[src/rtl/mem_port_arbiter.sv]
// mem_port_arbiter: shares one single-ported, fixed-latency memory between the
// instruction-fetch side (I) and the data side (D) of the pipelined CPU.
// One access is in flight at a time. D has priority, and a starvation counter
// forces an I grant after STARVE_MAX consecutive D grants taken while I waited.
//
// Ports:
//   clk, rst_n                 clock (rising edge), asynchronous active-low reset
//   hlt                        blocks new grants; an access already started completes
//   i_req/i_addr               fetch request; held until i_rdy
//   i_rdy/i_rdata              one-cycle completion pulse; fetch data (held)
//   d_req/d_we/d_addr/d_wdata  data request; held until d_rdy
//   d_rdy/d_rdata              one-cycle completion pulse; read data (D reads only)
//   mem_en/mem_we/mem_addr/mem_wdata/mem_rdata  memory-side interface
//   busy                       high whenever the arbiter is not idle
module mem_port_arbiter #(
  parameter int unsigned ADDR_W     = 16,
  parameter int unsigned DATA_W     = 16,
  parameter int unsigned MEM_LAT    = 4,
  parameter int unsigned STARVE_MAX = 3
) (
  input  logic              clk,
  input  logic              rst_n,
  input  logic              hlt,
  input  logic              i_req,
  input  logic [ADDR_W-1:0] i_addr,
  output logic              i_rdy,
  output logic [DATA_W-1:0] i_rdata,
  input  logic              d_req,
  input  logic              d_we,
  input  logic [ADDR_W-1:0] d_addr,
  input  logic [DATA_W-1:0] d_wdata,
  output logic              d_rdy,
  output logic [DATA_W-1:0] d_rdata,
  output logic              mem_en,
  output logic              mem_we,
  output logic [ADDR_W-1:0] mem_addr,
  output logic [DATA_W-1:0] mem_wdata,
  input  logic [DATA_W-1:0] mem_rdata,
  output logic              busy
);

  localparam int unsigned LAT_W = $clog2(MEM_LAT + 1);
  localparam int unsigned STV_W = $clog2(STARVE_MAX + 1);

  typedef enum logic [1:0] {
    ST_IDLE   = 2'd0,
    ST_ACCESS = 2'd1,
    ST_RESP   = 2'd2
  } state_t;

  typedef enum logic {
    OWN_I = 1'b0,
    OWN_D = 1'b1
  } owner_t;

  state_t            state_q,    state_d;
  owner_t            owner_q,    owner_d;
  logic [LAT_W-1:0]  lat_cnt_q,  lat_cnt_d;
  logic [STV_W-1:0]  starve_q,   starve_d;

  logic              mem_en_d;
  logic              mem_we_d;
  logic [ADDR_W-1:0] mem_addr_d;
  logic [DATA_W-1:0] mem_wdata_d;
  logic              i_rdy_d;
  logic              d_rdy_d;
  logic [DATA_W-1:0] i_rdata_d;
  logic [DATA_W-1:0] d_rdata_d;
  logic              busy_d;

  // I wins when D is absent, or when I has been passed over STARVE_MAX times
  logic pick_i_c;
  assign pick_i_c = i_req && (!d_req || (starve_q == STV_W'(STARVE_MAX)));

  // State and output registers
  always_ff @(posedge clk or negedge rst_n) begin
    if (!rst_n) begin
      state_q   <= ST_IDLE;
      owner_q   <= OWN_I;
      lat_cnt_q <= '0;
      starve_q  <= '0;
      mem_en    <= 1'b0;
      mem_we    <= 1'b0;
      mem_addr  <= '0;
      mem_wdata <= '0;
      i_rdy     <= 1'b0;
      d_rdy     <= 1'b0;
      i_rdata   <= '0;
      d_rdata   <= '0;
      busy      <= 1'b0;
    end else begin
      state_q   <= state_d;
      owner_q   <= owner_d;
      lat_cnt_q <= lat_cnt_d;
      starve_q  <= starve_d;
      mem_en    <= mem_en_d;
      mem_we    <= mem_we_d;
      mem_addr  <= mem_addr_d;
      mem_wdata <= mem_wdata_d;
      i_rdy     <= i_rdy_d;
      d_rdy     <= d_rdy_d;
      i_rdata   <= i_rdata_d;
      d_rdata   <= d_rdata_d;
      busy      <= busy_d;
    end
  end

  // Next-state and next-output logic
  always_comb begin
    state_d     = state_q;
    owner_d     = owner_q;
    lat_cnt_d   = lat_cnt_q;
    starve_d    = starve_q;
    mem_en_d    = mem_en;
    mem_we_d    = mem_we;
    mem_addr_d  = mem_addr;
    mem_wdata_d = mem_wdata;
    i_rdy_d     = 1'b0;
    d_rdy_d     = 1'b0;
    i_rdata_d   = i_rdata;
    d_rdata_d   = d_rdata;

    unique case (state_q)
      ST_IDLE: begin
        if (!i_req) begin
          starve_d = '0;
        end
        if (!hlt && (i_req || d_req)) begin
          state_d   = ST_ACCESS;
          lat_cnt_d = LAT_W'(1);
          mem_en_d  = 1'b1;
          if (pick_i_c) begin
            owner_d     = OWN_I;
            mem_we_d    = 1'b0;
            mem_addr_d  = i_addr;
            mem_wdata_d = '0;
            starve_d    = '0;
          end else begin
            owner_d     = OWN_D;
            mem_we_d    = d_we;
            mem_addr_d  = d_addr;
            mem_wdata_d = d_wdata;
            // pick_i_c being false with i_req set means starve_q < STARVE_MAX
            if (i_req) begin
              starve_d = starve_q + STV_W'(1);
            end
          end
        end
      end

      ST_ACCESS: begin
        if (lat_cnt_q == LAT_W'(MEM_LAT)) begin
          state_d   = ST_RESP;
          lat_cnt_d = '0;
          mem_en_d  = 1'b0;
          mem_we_d  = 1'b0;
          if (owner_q == OWN_I) begin
            i_rdata_d = mem_rdata;
            i_rdy_d   = 1'b1;
          end else begin
            if (!mem_we) begin
              d_rdata_d = mem_rdata;
            end
            d_rdy_d = 1'b1;
          end
        end else begin
          lat_cnt_d = lat_cnt_q + LAT_W'(1);
        end
      end

      ST_RESP: begin
        state_d = ST_IDLE;
      end

      default: begin
        state_d = ST_IDLE;
      end
    endcase

    busy_d = (state_d != ST_IDLE);
  end

endmodule

[config.mk]
export PLATFORM = sky130hd
export DESIGN_NAME = mem_port_arbiter
export DESIGN_NICKNAME = d
export VERILOG_FILES = /design/src/rtl/mem_port_arbiter.sv
export SDC_FILE = /design/constraint.sdc
export NUM_CORES = 1
export LEC_CHECK = 0
export BUFFER_PORTS_ARGS = -buffer_cell sky130_fd_sc_hd__buf_2
export CAP_MARGIN = 20
export CORE_MARGIN = 1.5
export CORE_UTILIZATION = 43
export DETAILED_ROUTE_END_ITERATION = 12
export PLACE_DENSITY_LB_ADDON = 0.2
export SLEW_MARGIN = 20
export SYNTH_ARGS = -nofsm -noshare
export SYNTH_HDL_FRONTEND = slang
export SYNTH_SLANG_ARGS = --single-unit
[constraint.sdc]
create_clock -name clk -period 1.95 [get_ports clk]
set_input_delay 0.2925 -clock clk [delete_from_list [all_inputs] [get_ports clk]]
set_output_delay 0.2925 -clock clk [all_outputs]
set_load 0.02 [all_outputs]
After elaboration in Yosys (flattened, before gate mapping)

Cells that the tools add are included.

Reduce and logical (&&, ||, !) cells: 14
Bitwise logic cells: 2
$add $sub $neg: 2
Muxes and demuxes: 25
Eq/ne operators: 5

Operators with widths:

| kind                                                                   | count |
|---|---|
| 16-bit 2-to-1 mux                                                      | 2 |
| 2-bit 2-to-1 mux                                                       | 6 |
| 1-bit 2-to-1 mux                                                       | 11 |
| 3-bit 2-to-1 mux                                                       | 2 |
| 3-bit one-hot mux with 2 select lines                                  | 1 |
| 3-bit AND reduction                                                    | 2 |
| 2-bit inequality test (second input constant)                          | 2 |
| 1-bit one-hot mux with 2 select lines                                  | 2 |
| 2-bit one-hot mux with 2 select lines                                  | 1 |
| 2-bit AND reduction                                                    | 2 |
| 4-bit AND reduction                                                    | 1 |
| 2-bit nonzero test                                                     | 2 |
| 3-bit by 1-bit adder with 3-bit output (second input constant)         | 1 |
| 3-bit equality test (second input constant)                            | 1 |
| 2-bit by 1-bit adder with 2-bit output (second input constant)         | 1 |
| 2-bit by 1-bit equality test with 1-bit output (second input constant) | 1 |
| 2-bit equality test (second input constant)                            | 1 |
| 1-bit logical AND                                                      | 2 |
| 1-bit zero test                                                        | 2 |
| 2-bit zero test                                                        | 1 |
| 1-bit logical OR                                                       | 2 |
| 1-bit inverter                                                         | 2 |

Input bits: 70
Output and inout port bits: 69
Word-level logic and storage cells: 61
Flip-flop bits (word level): 77

Longest topological paths before layout

Depth after elaboration: 6
Gate-level depth with buffers: 6
Gate-level depth less buffers: 5

Least setup slack after synthesis

OpenSTA, ideal clock, no wires.

Kind: register -> register
From: reg lat_cnt_q[0]
To: reg d_rdata[10]
Period minus slack after synthesis: 1858 ps
Library setup time: 125 ps
Path buffers: 1
Data arrival time: 1733 ps
Cell stages (with the launch flop): 7
Setup slack: 92 ps
Required time: 1825 ps
Cells stage by stage: dfrtp_1 inv_1 ha_1 nand4b_2 nor3_2 buf_4 mux2_2

Longest elaborated chain between the ends: 2

Ends and longest elaborated chain:

| element                              | line | text |
|---|---|---|
| start, declared                      | 58   | `logic [LAT_W-1:0] lat_cnt_q, lat_cnt_d;` |
| start signal, assigned               | 94   | `lat_cnt_q <= lat_cnt_d;` |
| 3-bit equality test                  | 152  | `if (lat_cnt_q == LAT_W'(MEM_LAT)) begin` |
| 4-bit AND reduction (no source line) | -    |  |
| end signal, assigned                 | 103  | `d_rdata <= d_rdata_d;` |
| end, declared                        | 33   | `output logic [DATA_W-1:0] d_rdata,` |

Every way passes these cells.
A chain may end at the register's enable or synchronous reset.

Worst setup path after layout

From: reg state_q[0]
To: reg mem_addr[8]

Longest elaborated chain between the ends: 2

Ends and longest elaborated chain:

| element                              | line | text |
|---|---|---|
| start, declared                      | 56   | `state_t state_q, state_d;` |
| start signal, assigned               | 92   | `state_q <= state_d;` |
| 2-bit zero test                      | 123  | `unique case (state_q)` |
| 2-bit AND reduction (no source line) | -    |  |
| end signal, assigned                 | 98   | `mem_addr <= mem_addr_d;` |
| end, declared                        | 36   | `output logic [ADDR_W-1:0] mem_addr,` |

Every way passes these cells.

==> results.py <==
metrics = {
    "pwr": {
        "pwr_per_cell_area_nw_per_um2": 1620,
        "power.ir.vdd_worst_v": 0.000791,
        "power_mw": 7.11,
        "pleak_nw": 2.20,
    },
    "synth": {
        "post_synthesis_share_of_cell_area_spent_on_full_adders_half_adders_and_majority_gates_pct": 1.16,
        "netlist_top_cells_area": "dfrtp_1 60%, mux2_2 11%, o221a_2 5.6%",
        "post_synth_inst_count": 247,
        "synth_compound_area_share_pct": 10.6,
        "synth_xor_xnor_area_share_pct": 0,
        "synth_top_family_by_area": "multiplexers",
        "synth_top_area_cell": "dfrtp_1",
        "synth_edf_count": 0,
        "synth_area_per_cell_um2": 13.0,
        "syn-cell-area_um2": 3220,
        "number_of_flip_flops_and_latches_in_the_synthesized_netlist": 77,
        "top_count_cell_post_synth": "dfrtp_1",
        "synth.yosys.seq_area_share_pct": 59.8,
        "synth_mux_area_share_pct": 16.5,
        "synth.top_cells.by_count": "77 x dfrtp_1, 32 x mux2_2, 23 x inv_1",
        "synth_flop_cell": "dfrtp_1",
        "synthArstFlopShare_pct": 100,
        "yosys_warnings": 0,
        "synthesis.nets": 320,
        "synth.lib_cells_used.distinct": 31,
        "synth_largest_type_area_fraction_pct": 59.8,
        "synth_simple_gate_area_share_pct": 7.30,
    },
    "sta": {
        "skew_ns": 0.00926,
        "hold_viol_final": 0,
        "maxClockFrequency_mhz": 542,
        "rsz0062_at_grt": "no",
        "min_period_ns": 1.85,
        "max_slew_headroom_at_the_worst_pin_pct": 69.4,
        "fin_setup_tns_ns": 0,
        "worst_slack_ns": 0.104,
        "post-route-period-util_pct": 94.7,
        "final-setup-viol-count": 0,
        "worst_pin_slew_ns": 0.458,
        "slew_viol_final": 0,
    },
    "detailed_routing": {
        "final_antenna_net_count": 0,
        "routed.top_layer": "met4",
        "detailroute.wirelength.met2_um": 3500,
        "route.vias.total": 2443,
        "vias_per_cell": 4.89,
        "drt_iter0_markers": 53,
        "routed_wl_um": 7180,
        "drt_drc_violations_left": 0,
        "wl_met1_um": 3040,
        "wirelength_per_cell_um": 14.4,
        "pre_repair_dr_iteration_count": 4,
        "met3RoutedLength_um": 565,
    },
    "clocking": {
        "cts_post_setup_buffers_inserted": 0,
        "clk_pin_slew_worst_paths_ns": 0.08,
        "cts.root.buffer_cell": "clkbuf_8",
        "cts.path.max_buffers": 2,
        "clk_latency_ns": 0.34,
        "h_tree_lvls": 3,
        "cts_tree": "done",
        "cts-buffers-inserted": 9,
        "numClockSinks": 77,
    },
    "setup_path": {
        "critical_path.slowest_cell": "or4b_1",
        "cp.arrival_ns": 2.07,
        "critical-path-max-stage-delay_ns": 0.76,
        "start_kind": "flip-flop",
        "cp_data_required_time_ns": 2.18,
        "start_to_end_type_of_the_worst_setup_path": "reg -> reg",
        "sort_of_element_at_the_end_of_the_critical_path": "flip-flop",
        "critical_path.cell_chain": "or4b_1 > or3_1 > o221a_2",
        "critical_path_fanout_max": 18,
    },
    "run": {
        "cap_viol_max_count": 0,
    },
    "global_routing": {
        "global_route_wire_length_before_repair_um": 11200,
        "grt_pass1_vias": 2399,
        "groute.usage.overall_pct": 18.5,
        "global_route.overflow_total": 0,
        "antenna_found_initial": 1,
        "grt_start_max_net_pins": 35,
    },
    "floorplan": {
        "floorplan.die.width_um": 89.6,
        "top_level_ports": 139,
        "initial_utilization_pct": 44.4,
        "floorplan.core_area_um2": 7250,
        "die_h_um": 89.6,
        "fp.dieArea_um2": 8020,
        "std_cell_rows": 31,
    },
    "cells_and_area": {
        "final_layout_size_suffix_gt1_share_pct": 55.0,
        "area.growth.synth_to_final_pct": 36.1,
        "layout.nets": 468,
        "filler_cell_count": 623,
    },
    "place": {
        "place_ws_ns": 0.109,
        "placer_s_final_routability_congestion_estimate": 0.793,
        "place.detailed.hpwl_um": 5290,
        "place.port_buffers": 138,
    },
    "run_status": {
        "result_of_the_run": "finished, final reports clean",
    },
    "min_path": {
        "hold_removal_path_class": "in -> reg",
    },
}
==> path summary, 6_finish.rpt <==
check | startpoint | endpoint | slack (ns) | cells after the start
min in group asynchronous | rst_n | i_rdata[13] | 0.43 | 2
min reg2reg | mem_en | mem_en | 0.49 | 2
max reg2reg | state_q[0] | mem_addr[8] | 0.10 | 3
max | state_q[0] | mem_addr[8] | 0.10 | 3
max in group asynchronous | rst_n | mem_wdata[14] | 0.87 | 3
min | mem_rdata[5] | i_rdata[5] | 0.19 | 2
==> cells by family after synthesis <==
logic type | Yosys count
adders and majority gates | 3
and+or+nand+nor | 39
DFF | 77
AOI/OAI and AO/OA | 43
muxes | 49
buffers and inverters | 36
==> power breakdown <==
group | switching (mW) | total (mW) | leakage, nW | internal (mW)
sequential | 0.385 | 2.69 | 0.936 | 2.31
combinational | 1.61 | 2.83 | 1.13 | 1.22
clock | 0.602 | 1.59 | 0.130 | 0.989
==> per-layer routing <==
metal  GRT usage [%]  vias to the layer above
met2            31.5                       97
met5               0                        -
met3            5.39                        6
met1            22.2                     1161
li1                -                     1179
met4            7.13                        0
==> repair_timing <==
| item | in CTS | in global routing |
|---|---|---|
| hold buffers | 1 | 0 |
| gates resized for setup | 0 | 0 |
| hold endpoints to repair | 29 | 0 |
| endpoints found under the setup margin | 0 | 0 |
==> through the flow <==
stage | area (um2) | instances | util (%) | hold slack [ns]
after floorplan | 3220 | 247 | - | -0.00309
after global placement | 4110 | 482 | 56.6 | 0.259
after detailed placement | 4110 | 482 | 56.6 | 0.255
after CTS | 4380 | 499 | 60.4 | 0.173
after global routing | 4380 | 499 | 60.4 | 0.182
final | 4390 | 500 | 60.5 | 0.190
==> state kept, by name, summed over array words and instances (netlist names) <==
| name | cells |
|---|---|
| state_q | 2 |
| mem_wdata | 16 |
| mem_we | 1 |
| i_rdy | 1 |
| busy | 1 |
| lat_cnt_q | 3 |
| mem_en | 1 |
| owner_q | 1 |
| i_rdata | 16 |
| mem_addr | 16 |
| starve_q | 2 |
| d_rdata | 16 |
| d_rdy | 1 |
==> area by class of cell <==
class | count | area [um2] | area share (%)
clock buffer | 9 | 124 | 2.82
timing repair buffer | 150 | 823 | 18.8
clock inverter | 7 | 145 | 3.31
tap | 99 | 124 | 2.82
multi-input combinational | 134 | 1150 | 26.3
inverter | 23 | 86.3 | 1.97
sequential | 77 | 1930 | 43.9
antenna | 1 | 2.50 | 0.0570
==> cell usage in the layout (no fill, tap or decap), types with 2 or more instances in the layout <==
master	instances
clkbuf_8	9
inv_6	2
o21ai_0	19
o221a_2	16
dfrtp_1	77
nand2_1	12
mux2_2	32
inv_1	23
bufinv_16	4
mux2i_1	17
buf_12	3
buf_4	9
or3_1	16
ha_1	3
nor4b_1	2
buf_2	137
==> critical path, delay by kind of cell, from the launching register on <==
kind            cells  cell delay, ns
compound gates      1            0.13
flops               1            0.44
simple gates        2            1.16
Power figures use the tool's default switching activity.
